==> config.mk <==
export PLATFORM = sky130hd
export DESIGN_NAME = mem_arbiter
export DESIGN_NICKNAME = d
export VERILOG_FILES = /design/src/rtl/mem_pkg.sv /design/src/rtl/mem_rr_arb.sv /design/src/rtl/mem_arbiter.sv
export SDC_FILE = /design/constraint.sdc
export NUM_CORES = 1
export LEC_CHECK = 0
export CAP_MARGIN = 40
export CORE_UTILIZATION = 47
export CTS_BUF_LIST = sky130_fd_sc_hd__clkbuf_8
export DETAILED_ROUTE_END_ITERATION = 10
export MAX_ROUTING_LAYER = met4
export PLACE_DENSITY = 0.89
export SYNTH_ARGS = -nofsm -noshare
export SYNTH_HDL_FRONTEND = slang
export SYNTH_SLANG_ARGS = --single-unit
==> constraint.sdc <==
create_clock -name clk -period 12.8 [get_ports clk]
set_input_delay 1.92 -clock clk [delete_from_list [all_inputs] [get_ports clk]]
set_output_delay 1.92 -clock clk [all_outputs]
set_load 0.1 [all_outputs]
==> src/rtl/mem_pkg.sv <==
// Shared widths, arbiter state encoding and the byte-lane merge used by the
// read-modify-write path of mem_arbiter.
package mem_pkg;

  localparam int MEM_ADDR_W = 14;
  localparam int MEM_DATA_W = 32;
  localparam int MEM_BE_W   = MEM_DATA_W / 8;

  typedef enum logic {
    ST_IDLE  = 1'b0,
    ST_MERGE = 1'b1
  } state_t;

  function automatic logic [MEM_DATA_W-1:0] be_merge(
    input logic [MEM_DATA_W-1:0] data,
    input logic [MEM_DATA_W-1:0] old,
    input logic [MEM_BE_W-1:0]   be
  );
    logic [MEM_DATA_W-1:0] merged;
    merged = old;
    for (int k = 0; k < MEM_BE_W; k++) begin
      if (be[k]) merged[8*k +: 8] = data[8*k +: 8];
    end
    return merged;
  endfunction

endpackage

==> src/rtl/mem_rr_arb.sv <==
// Two-way round-robin for the RAM read port: fetch versus data (load or
// partial-store read). Priority flips only on cycles where both ask.
module mem_rr_arb (
  input  logic clk,
  input  logic rst,
  input  logic fetch_req,
  input  logic data_req,
  output logic fetch_gnt,
  output logic data_gnt
);

  // rr_last = 1: fetch won the last contended cycle, so data goes next
  logic rr_last;

  assign fetch_gnt = fetch_req && (!data_req || !rr_last);
  assign data_gnt  = data_req && (!fetch_req || rr_last);

  always_ff @(posedge clk or posedge rst) begin
    if (rst) begin
      rr_last <= 1'b0;
    end else if (fetch_req && data_req) begin
      rr_last <= fetch_gnt;
    end
  end

endmodule

==> src/rtl/mem_arbiter.sv <==
// Shares one read port and one write port of the word RAM between instruction
// fetch and the data port, sequencing partial stores as read-then-merge.
//
//   state    | meaning
//   ---------+-----------------------------------------------------------
//   ST_IDLE  | accept fetch / load / stores; partial store issues its read
//   ST_MERGE | write merged word of the pending partial store; fetch only
module mem_arbiter
  import mem_pkg::*;
#(
  parameter int ADDR_W = MEM_ADDR_W,
  parameter int DATA_W = MEM_DATA_W
) (
  input  logic                clk,
  input  logic                rst,
  input  logic                i_req,
  input  logic [ADDR_W-1:0]   i_addr,
  output logic                i_gnt,
  output logic                i_rvalid,
  output logic [DATA_W-1:0]   i_rdata,
  input  logic                d_req,
  input  logic                d_we,
  input  logic [ADDR_W-1:0]   d_addr,
  input  logic [DATA_W/8-1:0] d_be,
  input  logic [DATA_W-1:0]   d_wdata,
  output logic                d_gnt,
  output logic                d_rvalid,
  output logic [DATA_W-1:0]   d_rdata,
  output logic                ram_we,
  output logic [ADDR_W-1:0]   ram_w_addr,
  output logic [DATA_W-1:0]   ram_w_data,
  output logic [ADDR_W-1:0]   ram_r_addr,
  input  logic [DATA_W-1:0]   ram_r_data
);

  localparam int BE_W = DATA_W / 8;

  state_t              state_q, state_d;
  logic [ADDR_W-1:0]   rmw_addr_q;
  logic [BE_W-1:0]     rmw_be_q;
  logic [DATA_W-1:0]   rmw_wdata_q;
  logic [ADDR_W-1:0]   r_addr_q, w_addr_q;
  logic                i_own_q, d_own_q;

  logic d_full, d_none, d_rd;
  logic arb_i_req, arb_d_req, arb_i_gnt, arb_d_gnt;

  assign d_full = d_we && (d_be == '1);
  assign d_none = d_we && (d_be == '0);
  // loads and partial stores are the data side's read-port contenders
  assign d_rd   = d_req && !d_full && !d_none;

  assign arb_i_req = i_req && (state_q == ST_IDLE) && !rst;
  assign arb_d_req = d_rd && (state_q == ST_IDLE) && !rst;

  mem_rr_arb u_rr_arb (
    .clk       (clk),
    .rst       (rst),
    .fetch_req (arb_i_req),
    .data_req  (arb_d_req),
    .fetch_gnt (arb_i_gnt),
    .data_gnt  (arb_d_gnt)
  );

  always_comb begin
    state_d    = state_q;
    i_gnt      = 1'b0;
    d_gnt      = 1'b0;
    ram_we     = 1'b0;
    ram_w_addr = w_addr_q;
    ram_w_data = '0;
    ram_r_addr = r_addr_q;
    if (!rst) begin
      unique case (state_q)
        ST_IDLE: begin
          if (d_req && (d_full || d_none)) begin
            d_gnt = 1'b1;
            if (d_full) begin
              ram_we     = 1'b1;
              ram_w_addr = d_addr;
              ram_w_data = d_wdata;
            end
          end
          if (arb_d_gnt) begin
            d_gnt      = 1'b1;
            ram_r_addr = d_addr;
            if (d_we) state_d = ST_MERGE;
          end
          if (arb_i_gnt) begin
            i_gnt      = 1'b1;
            ram_r_addr = i_addr;
          end
        end
        ST_MERGE: begin
          ram_we     = 1'b1;
          ram_w_addr = rmw_addr_q;
          ram_w_data = be_merge(rmw_wdata_q, ram_r_data, rmw_be_q);
          state_d    = ST_IDLE;
          if (i_req) begin
            i_gnt      = 1'b1;
            ram_r_addr = i_addr;
          end
        end
        default: state_d = ST_IDLE;
      endcase
    end
  end

  always_ff @(posedge clk or posedge rst) begin
    if (rst) begin
      state_q     <= ST_IDLE;
      rmw_addr_q  <= '0;
      rmw_be_q    <= '0;
      rmw_wdata_q <= '0;
      r_addr_q    <= '0;
      w_addr_q    <= '0;
      i_own_q     <= 1'b0;
      d_own_q     <= 1'b0;
    end else begin
      state_q  <= state_d;
      r_addr_q <= ram_r_addr;
      w_addr_q <= ram_w_addr;
      i_own_q  <= i_gnt;
      d_own_q  <= d_gnt && !d_we;
      if (arb_d_gnt && d_we) begin
        rmw_addr_q  <= d_addr;
        rmw_be_q    <= d_be;
        rmw_wdata_q <= d_wdata;
      end
    end
  end

  assign i_rvalid = i_own_q;
  assign d_rvalid = d_own_q;
  assign i_rdata  = i_own_q ? ram_r_data : '0;
  assign d_rdata  = d_own_q ? ram_r_data : '0;

endmodule

Word-level counts from Yosys, hierarchy flattened
Index checks and enable logic that the tools add are counted.
Storage, ports and cells
  flip-flop bits (word level): 82
  latch bits: 0
  RAM bits: 0
  memory bits (read-only): 0
  bits of input ports: 101
  output and inout bits: 129
  logic and storage cells: 70
  memories: 0
Cells by class
  $add $sub $neg: 0
  multipliers: 0
  div/mod/pow operators: 0
  magnitude comparators: 0
  equality and inequality tests: 1
  shifts and indexed selects: 0
  multiplexer cells: 34
  bitwise operators: 1
  reductions and logical operators: 25
Operator list (number)
  $mux 32: 5
  $mux 14: 7
  $pmux 32 s2: 1
  $pmux 14 s2: 2
  $mux 8: 4
  $logic_and 1x1->1: 14
  $mux 1: 12
  $logic_not 1->1: 7
  $pmux 1 s2: 3
  $eq 4x4->1 const B: 1
  $logic_not 4->1: 1
  $logic_or 1x1->1: 3
  $not 1->1: 1

Logic depth before layout (Yosys ltp)
Gate-level depths: netlist of run 1.
  depth in word-level cells: 13
  depth in mapped cells: 6
  mapped depth without buffers: 4

Modules after synthesis
From an unflattened synthesis of run 1, not the netlist that was laid out.
Second synthesis, totals
  cells, all modules: 564
  area, all modules: 5507.8 µm²
By module, submodules not included
  mem_arbiter: instances 1, cells each 557, area an instance 5447.7 µm², sequential area each 2026.9 µm²
  mem_rr_arb: instances 1, cells each 7, area an instance 60.1 µm², sequential area each 25.0 µm²

Worst setup path after synthesis of run 1
Ideal clock, no wire load.
  path kind: input -> output
  from: input port rst
  to: output port ram_w_addr[10]
  arrival time: 6.666 ns
  data required time: 10.880 ns
  setup slack: 4.214 ns
  stages: 5
  path buffers: 2
  path through: buf_2 -> inv_1 -> clkbuf_1 -> o22ai_1 -> a21oi_1
On the way
  word-level cells in the longest chain between the ends: 1
RTL lines
  from (decl): line mem_arbiter.sv:15  | input logic rst,
  $mux 14: line mem_arbiter.sv:73  | if (!rst) begin
  to (decl): line mem_arbiter.sv:30  | output logic [ADDR_W-1:0] ram_w_addr,
Every way passes these cells.

Worst setup path after layout of run 1
  from: input port d_be[0]
  to: output port ram_w_data[22]
On the way
  word-level cells in the longest chain between the ends: 7
  elaborated cells on any way between the ends: 10
  those cells by class: eq/ne (1); mux (4); reduce/logical (5)
RTL lines
  from (decl): line mem_arbiter.sv:24  | input logic [DATA_W/8-1:0] d_be,
  $eq 4x4->1 / $logic_not 4->1 (equally long branches): line mem_arbiter.sv:48, mem_arbiter.sv:49
  $logic_and 1x1->1 (on tied branches): line mem_arbiter.sv:48, mem_arbiter.sv:49
  $logic_or 1x1->1: line mem_arbiter.sv:76  | if (d_req && (d_full || d_none)) begin
  $logic_and 1x1->1: line mem_arbiter.sv:76
  $mux 32 (*): line mem_arbiter.sv:76
  $pmux 32 s2 (*): line mem_arbiter.sv:74  | unique case (state_q)
  $mux 32 (*): line mem_arbiter.sv:73
  to (decl): line mem_arbiter.sv:31  | output logic [DATA_W-1:0] ram_w_data,
Mark *: on every way between the ends. The rest lies on a longest branch, timed or not.

==> results by stage, run 1 <==
Status:
- The flow ran to the end, and the final reports show no timing, DRC or antenna violations.

CTS:
- TritonCTS built the clock tree.
- Counting along the longest clock path gives a buffer depth of 2.
- The H-tree level count is 3.
- The clock latency on the worst-skew pair is roughly 0.37 ns.
- The number of buffers added by the clock tree synthesis step is 9.
- The number of hold buffers added after CTS was 0.
- After clock tree synthesis, the repair step resized 0 gates.
- The number of sinks driven by the clock tree is 82.
- The clock slew at the register clock pins of the worst setup and hold paths is 0.10 ns.
- The number of setup buffers added after CTS is 0.
- The tree is rooted in a clkbuf_8.

Die:
- The floorplan has 37 rows.
- The floorplan step set the die width to approximately 110 microns.
- During I/O placement, the number of pins put on the boundary was 230.
- The effective utilization at floorplan is between 40% and 50%.
- The floorplan core area is 10,400 sq um.
- The vertical die dimension is 106 microns.
- The die covers between 10,000 and 15,000 sq um.

Drt:
- The final layout contains routed wiring with a total length of 29,300 microns.
- The detailed router placed approximately 6,700 vias in this run.
- The DRC marker count from the first detailed-route iteration is 969.
- The routed wire length per instance is 29.3 microns.
- The count of nets left with antenna violations once routing finished came out at 0.
- After detailed routing, the number of remaining DRC violations is 0.
- The detailed-router iteration count before antenna repair is 5.
- After detailed routing, the number of vias per cell comes to ~6.7.

Power:
- The static leakage is ~3.9 nW.
- IR analysis of the VDD net gives a maximum drop of 0.160 mV.
- In this run the power density over the cells is between 150 and 200 nW/um^2.

STA:
- Between clock sinks in the finished design, the worst skew comes to 0.0222 ns.
- In this run the tightest slew margin relative to its limit is 27.5%.
- The number of endpoints with negative hold slack in the final report came to 0.
- The highest achievable clock rate is 140 MHz.
- For the pin with the worst max-slew slack, the measured transition is 1.09 ns.
- In the final timing run, aggregate negative setup slack is 0 ns.
- In the finished design, the share of the clock period the worst path needs comes to 55.9%.
- The max-slew violation total from the final report came to 0.
- Setup violations remaining at the end of the flow were counted as 0.
- The worst path in the final design needs a cycle of 7.15 ns, including I/O delays and setup.
- Setup repair after global routing left no endpoint under its margin.

Yosys:
- Summing the areas of all compound-gate instances in the mapped netlist gives 14.8% of the synthesized area.
- After synthesis the netlist holds a flip-flop and latch count of 82.
- After synthesis, the cell types taking the most area are dfrtp_1 (40%), mux2_2 (16%), and2_1 (7.8%).
- The number of distinct library cells after synthesis is 33.
- The xor/xnor cell area share of the yosys netlist is 0.171%.
- After synthesis, the largest family of logic cells by area is multiplexers.
- The post-synthesis instance area is about 5100 sq um.
- The yosys synthesis warning count is 0.
- The synthesized netlist devotes 0% of its cell area to adder and majority cells.
- The number of nets handed over by synthesis was around 630.
- After Yosys synthesis, and, or, nand and nor cells account for about a fifth of the synthesized area.
- The post-synthesis cell count is roughly 520.
- After synthesis, the largest area contributor takes up 40.1% of total cell area.
- The mean cell area of the mapped netlist is 9.76 sq um.
- The cell type contributing the most total cell area after synthesis is dfrtp_1.
- Sequential cells were found to cover 40.1% of the synthesized design area.
- After synthesis, the share of cell area in mux cells is a little over a fifth.

Finish:
- The net count reported at finish is ~950.
- The non-filler instance count after layout is ~1,000.
- Leaving out fill and tap cells, the most frequent cell in the layout is clkdlybuf4s50_1.
- The top cell types in the final layout, fill and taps aside, are clkdlybuf4s50_1 (228), buf_8 (120), dfrtp_1 (82).
- Relative to the synthesized area, the layout overhead comes to 90.7%.
- The fraction of final layout cells with drive strength greater than 1 is 27.2%.
- The number of fillers in the final layout is 313.

Flow run:
- The tool flagged a number of max-cap violations equal to 0.

Setup path:
- The kind of start point of the critical path is an input pin.
- The number of cells on the worst reg-to-reg path is 4.
- Of all nets on the critical path, the largest fanout is 37.
- STA classifies the critical path endpoint as a primary output.
- Data arrives at the worst endpoint at 5.23 ns.
- The setup path with the least slack is of type in2out.
- The data required time of the worst path is between 10 and 15 ns.

Global routing:
- The initial antenna violation count came to 4.
- The number of global-route vias before repair is 6,451.
- In the global route stage, overall resource usage came out at 47.7%.
- The sum of overflow across all layers after global routing is 0.
- The first global-routing pass estimated 38,800 microns of wire.
- The maximum number of pins on one net before global-route repair is 81.

Min path:
- The worst hold path cell count is 1.
- The class of the most critical hold timing path is reg2reg.

Placed design:
- At the end of routability-driven placement, the weighted congestion stood at 0.975.
- Detailed placement ended at an HPWL of 18,100 microns.
- Input and output buffers added on the ports amount to 229.
- Once placement completed, the tool counted placed cells totaling ~980.
-- state kept, by name (all words and copies together), names as in the netlist --
signal	flops
r_addr_q	14
rmw_wdata_q	32
i_rvalid	1
w_addr_q	14
rmw_addr_q	14
state_q	1
u_rr_arb.rr_last	1
d_rvalid	1
rmw_be_q	4
-- routing by layer --
layer | track usage [%] | vias up | wire length (microns)
met4 | 34.7 | 0 | 3010
met1 | 49.6 | 3077 | 9230
li1 | - | 2589 | -
met3 | 14.2 | 265 | 3820
met5 | - | - | 0
met2 | 76.9 | 769 | 13200
-- per-stage QoR --
step	instance area (sq um)	hold slack, ns	power (mW)	worst slack, ns	utilization [%]
after global placement	7360	0.454	1.05	5.24	70.6
after floorplan	5110	0.437	0.903	4.21	-
after detailed placement	9490	0.475	1.23	5.93	91.1
after CTS	9700	0.487	1.45	5.90	93.1
final	9750	0.501	1.50	5.65	93.6
after global routing	9750	0.515	1.53	5.44	93.6
-- power by group --
part	internal (mW)	switching [mW]	total (mW)
Combinational	0.339	0.504	0.843
Clock	0.0942	0.115	0.209
Sequential	0.350	0.102	0.452
-- Yosys cell counts --
cell	n
o22a_1	14
nand4_1	2
nor3_1	14
nor4_2	1
or4_1	14
and2_1	64
mux2_2	71
o21ai_2	1
clkbuf_1	31
mux2i_1	14
nor2_1	4
buf_1	1
dfrtp_1	82
and4_1	1
clkinv_1	1
nand3_4	1
inv_1	1
a21oi_1	47
o21a_1	1
a311oi_1	14
o211a_1	1
buf_4	1
o22ai_1	28
mux2_1	11
nand2_1	35
xnor2_1	1
nand2b_1	2
and3_2	1
nand3_1	33
nor2_8	1
buf_6	6
o21ai_0	15
buf_2	10
-- critical path, cell delays in order --
cell             delay (ns)
clkdlybuf4s50_1        0.58
nand4_1                0.57
nor2_4                 0.50
buf_12                 0.27
nand3_1                0.12
a21oi_1                0.40
clkdlybuf4s50_1        0.63
buf_8                  0.21
-- area by class of cell --
class,instances,area [sq um],share of cell area [%]
diodes,7,17.5,0.180
clock buffers,9,124,1.27
clock inverters,7,83.8,0.860
inverters,2,10.0,0.103
multi-input cells,391,2820,28.9
flip-flops and latches,82,2050,21.1
well taps,136,170,1.75
repair buffers,366,4470,45.9
-- cell families after synthesis --
| kind of cell | count (synthesis) |
|---|---|
| AND/OR/NAND/NOR | 173 |
| AO/OA/AOI/OAI | 121 |
| multiplexers | 96 |
| flip-flops | 82 |
| buffers and inverters | 51 |
| XOR/XNOR | 1 |
-- path summary, 6_finish.rpt --
path                           startpoint               to  slack (ns)
setup reg to reg                  state_q  rmw_wdata_q[13]       10.23
max in group asynchronous             rst   rmw_wdata_q[3]        9.96
setup / recovery                  d_be[0]   ram_w_data[22]        5.65
hold / removal             rmw_addr_q[10]   rmw_addr_q[10]        0.50
hold reg to reg            rmw_addr_q[10]   rmw_addr_q[10]        0.50
min in group asynchronous             rst  rmw_wdata_q[22]        1.96
Power figures use the tool's default switching activity.
==> inputs of run 2 (changes only) <==
CORE_UTILIZATION = 39   (was 47)
PLACE_DENSITY = 0.79   (was 0.89)
clock period = 6 ns   (was 12.8 ns; I/O delays follow)
==> run 2 against run 1 <==
- hold slack got worse by 0.019 ns
- clock power increased by 92%
- non-clock buffer count decreased by 63
- largest cell class unchanged
- combinational power increased by 68%
- via count decreased by 19%
- power increased by 81%
- register-to-register slack got worse by 6.6 ns
- global-route usage decreased by 20 points
- clock skew decreased by 0.012 ns
- critical path depth decreased by 1
- core utilization decreased by 27 points
- clock-buffer cell count unchanged
==> results by stage, run 2 (same netlist as run 1, synthesis figures left out) <==
Status:
- Run status: finished clean (unchanged).

Power:
- The total power after layout is 2.73 mW (was 1.50 mW).
- The maximum resistive drop on vdd is 0.299 mV (was 0.160 mV).
- The static leakage is 3.47 nW (was 3.88 nW).
- The power per cell area is 320 nW/um^2 (was 154 nW/um^2).

Drt:
- The routed wire length per instance is 19.6 microns (was 29.3 microns).
- The DRC marker count from the first detailed-route iteration is 389 (was 969).
- The vias per cell came to 5.62 (was 6.70).
- The detailed-router iteration count before antenna repair is 5 (unchanged).
- The aggregate routed wire length came to 18,900 microns (was 29,300 microns).
- The post-detailed-route count of antenna-violating nets is 0 (unchanged).
- The via count was 5,425 (was 6,700).
- The final routed DRC violation total is 0 (unchanged).

Die:
- The count of pins on the block boundary is 230 (unchanged).
- The effective utilization at floorplan came to 40.2% (was 49.1%).
- The vertical die dimension is 116 microns (was 106 microns).
- The floorplan core area is 12,700 sq um (was 10,400 sq um).
- The die width is 116 microns (was 106 microns).
- The site row count was 41 (was 37).
- The die area is 13,600 sq um (was 11,300 sq um).

STA:
- The setup TNS after final layout is 0 ns (unchanged).
- The total of endpoints with negative setup slack in the final report is 0 (unchanged).
- Based on the critical path, the design can be clocked at up to 218 MHz.
- The max-slew violation total from the final report is 0 (unchanged).
- The number of endpoints with negative hold slack in the final report is 0 (unchanged).
- The measured slew at the worst slew-check pin came to 1.02 ns (was 1.09 ns).
- Unrepaired setup endpoints after global routing: false (unchanged).
- After layout, the worst path uses 76.5% of the clock period.
- The maximum clock skew at final layout was 0.00996 ns (was 0.0222 ns).
- The final worst setup slack was 1.41 ns (was 5.65 ns).
- The worst hold slack is 0.481 ns (was 0.501 ns).
- The clock period could shrink to roughly 4.6 ns.
- The headroom to the max-slew limit is 31.8% (was 27.5%).

Setup path:
- The data required time of the worst path is 5.10 ns (was 10.88 ns).
- The minimum setup slack among reg-to-reg paths is 3.66 ns (was 10.23 ns).
- The maximum fanout along the worst path came to 33 (was 37).
- The type of element capturing the critical path is a primary output (unchanged).
- The critical path arrival is 3.69 ns (was 5.23 ns).
- The kind of critical path is in2out (unchanged).
- The kind of start point of the critical path is an input pin (unchanged).

CTS:
- The number of hold buffers added after CTS is 0 (unchanged).
- The clock tree from TritonCTS is yes (unchanged).
- The number of gates resized after CTS is 0 (unchanged).
- The clock latency on the worst-skew pair is 0.35 ns (was 0.37 ns).
- The number of sinks driven by the clock tree is 82 (unchanged).
- The number of buffers added by the clock tree synthesis step is 9 (unchanged).
- The H-tree level count is 3 (unchanged).
- The worst-case clock buffer depth came to 2 (unchanged).
- The setup fix buffers added after clock tree synthesis is 0 (unchanged).
- The master cell of the clock root buffer was clkbuf_8 (unchanged).
- The clock slew at the register clock pins of the worst setup and hold paths is 0.08 ns (was 0.10 ns).

Finish:
- The most common library cell in the layout ignoring fill and taps is clkdlybuf4s50_1 (unchanged).
- The layout overhead on the synthesized area was 66.5% (was 90.7%).
- The total inserted antenna cells is 0 (was 7).
- The number of flip-flops under the largest register name was 32 (unchanged).
- Most frequent cells in the layout: clkdlybuf4s50_1 (166), dfrtp_1 (82), mux2_2 (71) (was clkdlybuf4s50_1 (228), buf_8 (120), dfrtp_1 (82)).
- The register with the highest flop count is rmw_wdata_q (unchanged).
- The net count reported at finish is 890 (was 953).
- The fraction of final layout cells with drive strength greater than 1 is 29.1% (was 27.2%).

Placed design:
- The count of input and output buffers is 229 (unchanged).
- The placer congestion estimate is 0.901 (was 0.975).
- The worst-case setup slack after placement is 1.45 ns (was 5.93 ns).
- The final HPWL from detailed placement is 13,900 microns (was 18,100 microns).

Flow run:
- The max capacitance violation total is 0 (unchanged).

Global routing:
- The sum of overflow across all layers after global routing came to 0 (unchanged).
- The global-route usage over all layers is 27.9% (was 47.7%).
- The initial antenna violation count is 0 (was 4).
- The wire length of the first global-routing pass is 28,100 microns (was 38,800 microns).
- The number of global-route vias before repair is 5,253 (was 6,451).
- The maximum number of pins on one net before global-route repair came to 52 (was 81).

Min path:
- The class of the most critical hold timing path is reg2reg (unchanged).
-- run 2: cell types whose count changed in the layout (fill, tap and decap cells not counted) --
cell | previous run | this run
buf_4 | 3 | 67
clkdlybuf4s50_1 | 228 | 166
buf_8 | 120 | 66
buf_16 | 11 | 1
diode_2 | 7 | 0
clkinv_2 | 0 | 2
inv_6 | 3 | 1
buf_12 | 3 | 2
inv_1 | 0 | 1
inv_8 | 1 | 0
-- run 2: critical path, cell delays in order --
cell             delay, ns
clkdlybuf4s50_1       0.56
nand4_1               0.52
nor2_4                0.52
buf_4                 0.43
nand3_1               0.13
a21oi_1               0.27
buf_4                 0.34
-- run 2: path summary, 6_finish.rpt --
kind                                  start          endpoint  cells after the start
max                                 d_be[3]    ram_w_data[19]                      7
min                        u_rr_arb.rr_last  u_rr_arb.rr_last                      1
max reg2reg                         state_q    rmw_wdata_q[1]                      4
min reg2reg                u_rr_arb.rr_last  u_rr_arb.rr_last                      1
max in group asynchronous               rst   rmw_wdata_q[16]                      3
min in group asynchronous               rst       w_addr_q[4]                      2
-- run 2: per-stage QoR --
step	util, %	std cells	instance area, sq um
floorplan	-	524	5110
global placement	57.1	881	7260
detailed placement	65.4	950	8320
CTS	66.9	966	8510
global route	66.9	966	8510
finish	66.9	966	8510
-- run 2: area by class of cell --
type,instances,area (sq um)
Clock buffer,9,124
Multi-Input combinational cell,391,2820
Fill cell,923,4210
Tap cell,172,215
Sequential cell,82,2050
Timing Repair Buffer,303,3230
Inverter,2,10.0
Clock inverter,7,68.8
-- run 2: power breakdown --
| part | total, mW | switching, mW | internal, mW |
|---|---|---|---|
| Combinational | 1.42 | 0.910 | 0.514 |
| Sequential | 0.902 | 0.155 | 0.747 |
| Clock | 0.401 | 0.209 | 0.192 |
| Total | 2.73 | 1.27 | 1.45 |
-- run 2: routing by layer --
metal,up-vias,routed length (microns),GRT usage [%]
li1,2455,-,-
met1,2650,7490,33.2
met2,268,9240,45.0
met3,52,1470,5.35
met4,0,681,13.9
met5,-,0,-
==> inputs of run 3 (changes only) <==
clock period = 3.9 ns   (was 6 ns; I/O delays follow)
==> run 3 against run 2 <==
- critical path depth is 1 lower
- critical path type unchanged
- power rose by 60%
- register-to-register slack got worse by 2.3 ns
- sequential power rose by 53%
- via count shrank 6.2%
- sequential cell count stayed put
- hold slack better by 0.0067 ns
- clock skew increased by 0.0013 ns
- critical endpoint is now ram_r_addr[12]
- global-route usage is 1.1 points lower
- core utilization shrank 2.8 points
- sequential share of layout area up 1.0 points
==> results by stage, run 3 (same netlist as run 1, synthesis figures left out) <==
CTS:
- The H-tree level count is 3 (unchanged).
- The clock tree from TritonCTS is yes (unchanged).
- The number of hold buffers added after CTS is 0 (unchanged).
- The clock slew at the register clock pins of the worst setup and hold paths is 0.09 ns (was 0.08 ns).
- The number of gates resized after CTS is 0 (unchanged).
- The worst-case clock buffer depth is 2 (unchanged).
- The master cell of the clock root buffer is clkbuf_8 (unchanged).
- The setup fix buffers added after clock tree synthesis is 0 (unchanged).
- The number of buffers added by the clock tree synthesis step was 9 (unchanged).
- The number of sinks driven by the clock tree is 82 (unchanged).
- The clock latency on the worst-skew pair was 0.37 ns (was 0.35 ns).

Status:
- Run status: finished clean (unchanged).

Finish:
- The number of fillers in the final layout is 990 (was 923).
- The register with the highest flop count is rmw_wdata_q (unchanged).
- The post-route cell area is 8160 sq um (was 8510 sq um).
- Most frequent cells in the layout: clkdlybuf4s50_1 (99), dfrtp_1 (82), buf_4 (79) (was clkdlybuf4s50_1 (166), dfrtp_1 (82), mux2_2 (71)).
- The total inserted antenna cells is 0 (unchanged).
- The layout overhead on the synthesized area is 59.7% (was 66.5%).
- The area of combinational cells with multiple inputs is 2850 sq um (was 2820 sq um).
- The most common library cell in the layout ignoring fill and taps is clkdlybuf4s50_1 (unchanged).
- The total area of sequential cells is 2050 sq um (unchanged).
- The number of flip-flops under the largest register name is 32 (unchanged).
- The net count reported at finish was 829 (was 890).
- The fraction of final layout cells with drive strength greater than 1 is 33.6% (was 29.1%).

Global routing:
- The sum of overflow across all layers after global routing is 0 (unchanged).
- The number of global-route vias before repair came to 5,058 (was 5,253).
- The initial antenna violation count was 0 (unchanged).
- The global-route usage over all layers is 26.8% (was 27.9%).
- The wire length of the first global-routing pass was 26,900 microns (was 28,100 microns).
- The maximum number of pins on one net before global-route repair was 52 (unchanged).

Die:
- The vertical die dimension was 116 microns (unchanged).
- The count of pins on the block boundary was 230 (unchanged).
- The die area is 13,600 sq um (unchanged).
- The floorplan core area is 12,700 sq um (unchanged).
- The site row count is 41 (unchanged).
- The die width is 116 microns (unchanged).
- The effective utilization at floorplan is 40.2% (unchanged).

Placed design:
- The final HPWL from detailed placement is 12,400 microns (was 13,900 microns).
- The cell area reported after detailed placement came to 7970 sq um (was 8320 sq um).
- The placer congestion estimate came to 0.848 (was 0.901).
- The count of input and output buffers was 229 (unchanged).
- The worst-case setup slack after placement is 0.243 ns (was 1.45 ns).

Min path:
- The worst hold path endpoint is u_rr_arb.rr_last (unchanged).
- The worst hold path cell count came to 1 (unchanged).
- The class of the most critical hold timing path is reg2reg (unchanged).
- The origin of the worst min-delay path is u_rr_arb.rr_last (unchanged).

Drt:
- The aggregate routed wire length is 17,400 microns (was 18,900 microns).
- The DRC marker count from the first detailed-route iteration came to 375 (was 389).
- The routed wire length per instance is 19.3 microns (was 19.6 microns).
- The detailed-router iteration count before antenna repair was 5 (unchanged).
- The post-detailed-route count of antenna-violating nets is 0 (unchanged).
- The via count came to 5,091 (was 5,425).
- The final routed DRC violation total is 0 (unchanged).
- The vias per cell was 5.63 (was 5.62).

Power:
- The power per cell area is 536 nW/um^2 (was 320 nW/um^2).
- The internal power is 2.34 mW (was 1.45 mW).
- The proportion of power drawn by the clock network was 14.2% (was 14.7%).
- The maximum resistive drop on vdd came to 0.457 mV (was 0.299 mV).
- The switching power was 2.03 mW (was 1.27 mW).
- The portion of total power attributed to sequential cells is 31.5% (was 33.1%).
- The share of total power in combinational logic is 54.3% (was 52.2%).
- The switching power share of the total is 46.5% (was 46.7%).
- The static leakage is 3.33 nW (was 3.47 nW).
- The total power after layout is 4.38 mW (was 2.73 mW).

STA:
- The maximum clock skew at final layout was 0.0113 ns (was 0.00996 ns).
- The number of endpoints with negative hold slack in the final report is 0 (unchanged).
- Unrepaired setup endpoints after global routing: false (unchanged).
- The final clock period utilization by the worst path is 94.7%.
- The max-slew violation total from the final report was 0 (unchanged).
- Subtracting the final worst setup slack from the clock period gives approximately 3.7 ns.
- The worst hold slack is 0.488 ns (was 0.481 ns).
- The measured slew at the worst slew-check pin is 0.897 ns (was 1.02 ns).
- The total of endpoints with negative setup slack in the final report is 0 (unchanged).
- The final worst setup slack came to 0.206 ns (was 1.41 ns).
- The headroom to the max-slew limit is 40.2% (was 31.8%).
- The highest achievable clock rate is 271 MHz.

Setup path:
- The kind of critical path was in2out (unchanged).
- The minimum setup slack among reg-to-reg paths is 1.40 ns (was 3.66 ns).
- The type of element capturing the critical path was a primary output (unchanged).
- The number of cells on the worst reg-to-reg path is 5 (was 4).
- The data required time of the worst path is 3.31 ns (was 5.10 ns).
- The maximum fanout along the worst path is 15 (was 33).
- The capturing point of the worst reg2reg path is rmw_wdata_q[4] (was rmw_wdata_q[1]).
- The critical path arrival is 3.11 ns (was 3.69 ns).
- The kind of start point of the critical path was an input pin (unchanged).
- The launch instance of the worst register-to-register path is state_q (unchanged).

Flow run:
- The max capacitance violation total was 0 (unchanged).
==> run 3: cell types whose count changed in the layout (fill, tap and decap cells not counted), sizes merged <==
cell           change
clkdlybuf4s50     -67
buf                +6
inv                +3
bufinv             -1
clkinv             -3
clkinvlp           +1
==> run 3: worst max-delay path by stage <==
stage | from | to | slack (ns)
finish | d_be[1] | ram_r_addr[12] | 0.21
floorplan | d_be[2] | ram_r_addr[10] | -0.54
global placement | d_be[1] | ram_r_addr[4] | 0.29
CTS | d_be[1] | ram_r_addr[12] | 0.20
global route | d_be[1] | ram_r_addr[4] | 0.04
detailed placement | d_be[1] | ram_r_addr[5] | 0.24
==> run 3: critical path: stages <==
cell,delay [ns]
clkdlybuf4s50_1,0.49
nor4_2,0.50
o21a_1,0.59
nor3_1,0.10
a311oi_1,0.58
buf_12,0.26
==> run 3: power groups by stage <==
| stage | Sequential, mW | Combinational, mW | Clock [mW] |
|---|---|---|---|
| final | 1.38 | 2.38 | 0.623 |
| after global routing | 1.41 | 2.48 | 0.667 |
| after CTS | 1.37 | 2.38 | 0.635 |
| after detailed placement | 1.39 | 2.37 | 0 |
| after global placement | 1.36 | 2.34 | 0 |
| after floorplan | 1.28 | 1.69 | 0 |
==> run 3: layer usage <==
metal  vias up  track usage (%)  share of wire [%]
li1       2332                -                  -
met1      2459             32.0                 39
met2       256             43.9                 49
met3        44             4.46                7.8
met4         0             13.2                4.0
met5         -                -                  0
==> run 3: area by class of cell <==
class / count / area share, %
timing repair buffer: 242 / 34.9
multi-input combinational: 391 / 34.9
sequential: 82 / 25.1
tap: 172 / 2.64
clock buffer: 9 / 1.52
clock inverter: 7 / 0.812
inverter: 2 / 0.123
==> run 3: through the flow <==
step	util [%]	std cells	setup TNS [ns]
final	64.2	905	0
after detailed placement	62.7	889	0
after global placement	62.7	889	0
after CTS	64.2	905	0
after global routing	64.2	905	0
after floorplan	-	524	-10.92
